--- config.mk ---
export PLATFORM = sky130hd
export DESIGN_NAME = fetch_unit
export DESIGN_NICKNAME = d
export VERILOG_FILES = /design/src/rtl/fetch_unit.sv
export SDC_FILE = /design/constraint.sdc
export NUM_CORES = 2
export LEC_CHECK = 0
export ABC_AREA = 1
export CORE_MARGIN = 2
export CORE_UTILIZATION = 35
export DETAILED_ROUTE_END_ITERATION = 12
export HOLD_SLACK_MARGIN = 0.08
export PLACE_DENSITY = 0.57
export SLEW_MARGIN = 20
export SYNTH_ARGS = -nofsm -noshare
export SYNTH_HDL_FRONTEND = slang
export SYNTH_SLANG_ARGS = --single-unit
--- constraint.sdc ---
create_clock -name clk -period 9.21 [get_ports clk]
set_input_delay 1.842 -clock clk [delete_from_list [all_inputs] [get_ports clk]]
set_output_delay 1.842 -clock clk [all_outputs]
set_load 0.01 [all_outputs]
--- src/rtl/fetch_unit.sv ---
// Raisin64 instruction fetch: a 16-halfword circular buffer fed by aligned 64-bit reads,
// presenting a 4-halfword instruction window at the current PC.
module fetch_unit #(
    parameter logic [63:0] RESET_PC = 64'h0
) (
    input  logic        clk,
    input  logic        rst,
    output logic [63:0] fe_inst,
    output logic        fe_inst_valid,
    output logic [63:0] fe_pc,
    input  logic        fe_advance16,
    input  logic        fe_advance32,
    input  logic        fe_advance64,
    input  logic        redirect,
    input  logic [63:0] redirect_pc,
    output logic        imem_req,
    output logic [63:0] imem_addr,
    input  logic        imem_ack,
    input  logic [63:0] imem_data
);
    typedef enum logic [1:0] {StIdle, StReq, StDiscard} state_e;

    state_e      state_q;
    logic [15:0] slots_q [16];
    logic [3:0]  rd_q;
    logic [3:0]  wr_q;
    logic [4:0]  count_q;
    logic [63:0] pc_q;
    logic [63:0] fetch_addr_q;
    logic [63:0] addr_q;
    logic [1:0]  skip_q;
    logic        req_q;

    logic [2:0]  adv_n;
    logic [2:0]  wr_cnt;
    logic        ack_write;
    logic [3:0]  wr_en;
    logic [3:0]  wr_idx [4];
    logic        unused_pc_lsb;

    assign unused_pc_lsb = redirect_pc[0];

    assign fe_inst_valid = (count_q >= 5'd4);
    assign fe_inst = {slots_q[rd_q], slots_q[rd_q + 4'd1],
                      slots_q[rd_q + 4'd2], slots_q[rd_q + 4'd3]};
    assign fe_pc     = pc_q;
    assign imem_req  = req_q;
    assign imem_addr = addr_q;

    always_comb begin
        adv_n = 3'd0;
        if (fe_inst_valid) begin
            if (fe_advance64) begin
                adv_n = 3'd4;
            end else if (fe_advance32) begin
                adv_n = 3'd2;
            end else if (fe_advance16) begin
                adv_n = 3'd1;
            end
        end
    end

    // Only a live request's ack fills the buffer; redirect discards the data of the same cycle.
    always_comb begin
        ack_write = !rst && (state_q == StReq) && imem_ack && !redirect;
        wr_cnt    = ack_write ? (3'd4 - {1'b0, skip_q}) : 3'd0;
        wr_en     = 4'b0;
        for (int j = 0; j < 4; j++) begin
            wr_en[j]  = ack_write && (2'(j) >= skip_q);
            wr_idx[j] = wr_q + 4'(j) - {2'b00, skip_q};
        end
    end

    always_ff @(posedge clk) begin
        for (int j = 0; j < 4; j++) begin
            if (wr_en[j]) begin
                slots_q[wr_idx[j]] <= imem_data[63 - 16*j -: 16];
            end
        end
    end

    always_ff @(posedge clk) begin
        if (rst) begin
            state_q      <= StIdle;
            req_q        <= 1'b0;
            addr_q       <= {RESET_PC[63:3], 3'b000};
            fetch_addr_q <= {RESET_PC[63:3], 3'b000};
            pc_q         <= {RESET_PC[63:1], 1'b0};
            rd_q         <= 4'd0;
            wr_q         <= 4'd0;
            count_q      <= 5'd0;
            skip_q       <= RESET_PC[2:1];
        end else begin
            if (redirect) begin
                rd_q         <= 4'd0;
                wr_q         <= 4'd0;
                count_q      <= 5'd0;
                pc_q         <= {redirect_pc[63:1], 1'b0};
                fetch_addr_q <= {redirect_pc[63:3], 3'b000};
                skip_q       <= redirect_pc[2:1];
            end else begin
                rd_q    <= rd_q + {1'b0, adv_n};
                wr_q    <= wr_q + {1'b0, wr_cnt};
                count_q <= count_q + {2'b00, wr_cnt} - {2'b00, adv_n};
                pc_q    <= pc_q + {60'd0, adv_n, 1'b0};
                if (ack_write) begin
                    fetch_addr_q <= fetch_addr_q + 64'd8;
                    skip_q       <= 2'd0;
                end
            end

            unique case (state_q)
                StIdle: begin
                    // Issuing only at count <= 12 guarantees room for a full word.
                    if (!redirect && count_q <= 5'd12) begin
                        state_q <= StReq;
                        req_q   <= 1'b1;
                        addr_q  <= fetch_addr_q;
                    end
                end
                StReq: begin
                    if (imem_ack) begin
                        state_q <= StIdle;
                        req_q   <= 1'b0;
                    end else if (redirect) begin
                        state_q <= StDiscard;
                    end
                end
                StDiscard: begin
                    if (imem_ack) begin
                        state_q <= StIdle;
                        req_q   <= 1'b0;
                    end
                end
                default: begin
                    state_q <= StIdle;
                    req_q   <= 1'b0;
                end
            endcase
        end
    end

endmodule

==> summary.md <==
| Metric | Value |
|---|---|
| Synth cell types | 59 |
| CP arrival | 4910 ps |
| TritonRoute pass-1 iters | 7 |
| Die Y-Extent | ~330 um |
| Fraction of layout cells with a size suffix above 1 | about 5.5% |
| Mapped Cells | 5610 |
| P_int | 4.318 mW |
| Worst Path Max Fanout | 69 |
| Post_cts resized | 0 |
| Synthesized area per cell | 6.570 um2 |
| Htree depth | 2 |
| Seq/Total Area, Yosys | 31.88% |
| DR vias | 41560 |
| Routed Antenna Nets | 0 |
| Tmin final | 6749 ps |
| Vias in the first global route | 36640 |
| Hold EP | imem_addr[39]$_SDFFE_PP0P_ |
| Detailed Place HPWL | 149800 um |
| Clk_lat worst skew | between 600 and 700 ps |
| Hold Fails Final Rpt | 0 |
| Top_reg_cell synth | edfxtp_1 |
| Slew Viols, Final | 0 |
| Critical hold path startpoint | imem_addr[39]$_SDFFE_PP0P_ |
| Worst reg-to-reg path cell count | 11 |
| Largest net degree at the start of global routing | 151 |
| Worst-Margin Slew | 1283 ps |
| Switching Share | 36.77% |
| Final Skew | between 100 and 150 ps |
| Total negative slack | 0 ps |
| Power Dens Cells | around 160 nW/um2 |
| Core area | 104800 um2 |
| Clock transition at the registers of the reported paths | 60 ps |
| Root Buffer | clkbuf_16 |
| P_leak | approximately 17 nW |
| Post-synth EDFFs | between 200 and 300 |
| Layout fillers | 11070 |
| RSZ-0062 raised after global routing | false |
| First-pass GRT wire length | ~280000 um |
| CP Data Required Time | roughly 7400 ps |
| Hold-fix buffers, CTS | 0 |
| Final #Nets | 5888 |
| Vias per cell | 5.806 |
| Grt ovf | 0 |
| Layout Utilization | 40.79% |
| Reg-to-Reg Start | wr_q[1]$_SDFF_PP0_ |
| Area growth syn-to-layout | 16.02% |
| Antenna violations before repair | 35 |
| Wire per inst | 27.82 um |
| Routed wire length | 199100 um |
| Clk pwr share | 32.6% |
| CTS tree | yes |
| Psw | 2.511 mW |
| Fraction of power consumed by sequential logic | 35.4% |
| Proportion of netlist area held by the largest area contributor | 20.86% |
| Post-CTS setup buffer count | 0 |
| Detailed Route Iter0 Violations | 6237 |
| Die ar. | 107900 um2 |
| Synth Cell Area | 36860 um2 |
| Setup violations, final | 0 |
| Global Route Usage Sum | 35.56% |
| CTS buffer count | 53 |
| Worst rel slew slack | 13.55% |
| Tcrit/Tclk final | 73.27% |
| R2R setup slack | 4560 ps |
| Synth Register Bits | about 460 |
| Clock Tree Buf Depth | 3 |
| FMAX | roughly 150 MHz |
| Chip width | 328.5 um |
| Comb pwr share | 32.0% |
| Residual DRC | 0 |
| Max-cap violations | 0 |
| Maximum vdd drop | 165.1 uV |
| # IOs | 329 |
| Status | finished clean |
| R2r endpoint | slots_q[2][13]$_DFFE_PP_ |
| Multi-input logic area | 21520 um2 |
| Register area | 11760 um2 |
| Num rows | 119 |
| Synth top area cells | edfxtp_1, nand2_1, dfxtp_1 |
| Critical path class | reg2out |
| Initial core utilization | 35.16% |
| Synth area leader | edfxtp_1 |
| Critical path launch point type | register |
| Hold/Removal Path Class | reg2reg |
| Sink Count | 459 |
| Worst setup EP type | output pin |
| Number of port buffers | ~320 |
| GP Congestion | about 1.1 |
| Synth warn | 0 |
| Hold depth | 2 |
| Post-synth ARST share | 0% |
cell families (layout without fill, tap and decap cells):
family	after synthesis	in the layout	share of synthesized area, %
buf+inv	917	1056	10.02
fa+ha+maj	45	45	1.731
other cells	1	19	0.01017
xor+xnor	66	66	1.711
flops	459	459	31.88
mux	216	216	5.866
simple gates	3067	3067	35.83
compound gates	839	839	12.94
metal layers:
metal / global-route usage (%) / routed length, um
met2: 51.05 / 80550
met4: 15.86 / 10780
met1: 46.89 / 79210
met3: 13.82 / 28430
met5: 0 / 169
registers in the layout (all words and copies together) (netlist names):
signal        count
rd_q              4
slots_q         256
fetch_addr_q     61
skip_q            2
imem_addr        61
count_q           5
fe_pc            63
wr_q              4
state_q           2
imem_req          1
power by group through the flow:
| stage | registers, mW | clock network (mW) | logic [mW] |
|---|---|---|---|
| floorplan | 2.45 | 0 | 1.05 |
| global placement | 2.46 | 0 | 2.10 |
| detailed placement | 2.46 | 0 | 2.12 |
| CTS | 2.42 | 2.24 | 2.13 |
| global route | 2.43 | 2.31 | 2.30 |
| finish | 2.42 | 2.23 | 2.18 |
synthesized netlist by cell type, types with 16 or more instances:
| cell | count |
|---|---|
| nand2_1 | 1799 |
| nand3_1 | 686 |
| inv_1 | 527 |
| nor2_1 | 402 |
| a21oi_1 | 269 |
| o21ai_0 | 264 |
| edfxtp_1 | 256 |
| clkbuf_1 | 218 |
| mux2i_1 | 216 |
| dfxtp_1 | 203 |
| a31oi_1 | 106 |
| o211ai_1 | 96 |
| buf_2 | 80 |
| nor3_1 | 43 |
| xor2_1 | 42 |
| ha_1 | 35 |
| nand4_1 | 31 |
| nor2_4 | 28 |
| o21ai_1 | 28 |
| buf_1 | 27 |
| nor2_2 | 24 |
| o22ai_1 | 23 |
| inv_2 | 21 |
| buf_4 | 20 |
| xnor2_1 | 20 |
| a22oi_1 | 19 |
| nand2_2 | 16 |
critical path: stages (launching register included):
cell and delay, ps:
dfxtp_4 820, inv_1 200, ha_4 470, clkinv_2 90, buf_4 530, buf_4 690
nand2_1 140, nand3_1 110, nand2_1 260, nor2_1 190, a31oi_1 70, clkdlybuf4s50_1 500
final cells by class:
cell class,instances,share of cell area [%]
multi-input cells,4237,50.32
flip-flops and latches,459,27.50
repair buffers,395,8.837
inverters,562,4.960
well taps,1391,4.070
clock buffers,69,3.312
clock inverters,30,0.9100
diodes,15,0.08779
stage by stage:
stage / instances / hold slack, ps / setup WS (ps) / instance area (um2) / power [mW]
floorplan: 5613 / 456.6 / 4703 / 36870 / 3.495
global placement: 7044 / 435.0 / 3238 / 40900 / 4.562
detailed placement: 7044 / 436.4 / 3214 / 40910 / 4.571
CTS: 7143 / 448.9 / 2541 / 42720 / 6.780
global route: 7148 / 465.7 / 2345 / 42730 / 7.042
finish: 7158 / 446.1 / 2461 / 42760 / 6.828
how the worst max path moves through the flow:
stage                                   from                 endpoint  slack [ps]  cells past startpoint
final                     rd_q[0]$_SDFF_PP0_              fe_inst[40]        2460                     11
after global routing      rd_q[0]$_SDFF_PP0_               fe_inst[8]        2350                     11
after CTS                 rd_q[0]$_SDFF_PP0_              fe_inst[43]        2540                     11
after detailed placement  rd_q[0]$_SDFF_PP0_              fe_inst[43]        3210                     11
after global placement              imem_ack  slots_q[8][6]$_DFFE_PP_        3240                      9
after floorplan                          rst    count_q[4]$_SDFF_PP0_        4700                     15
cells in the final DEF, fill, tap and decap left out, drive strengths merged, types with 32 or more instances in the layout:
master and n:
inv 551, nor2 464, nand4 32, o211ai 100, clkbuf 69, xor2 45, ha 35, clkdlybuf4s50 321
nand3 694, nor3 44, nand2 1825, a31oi 106, edfxtp 256, a21oi 269, o21ai 292, buf 74
dfxtp 203, mux2i 216
(Power assumes the default switching activity.)
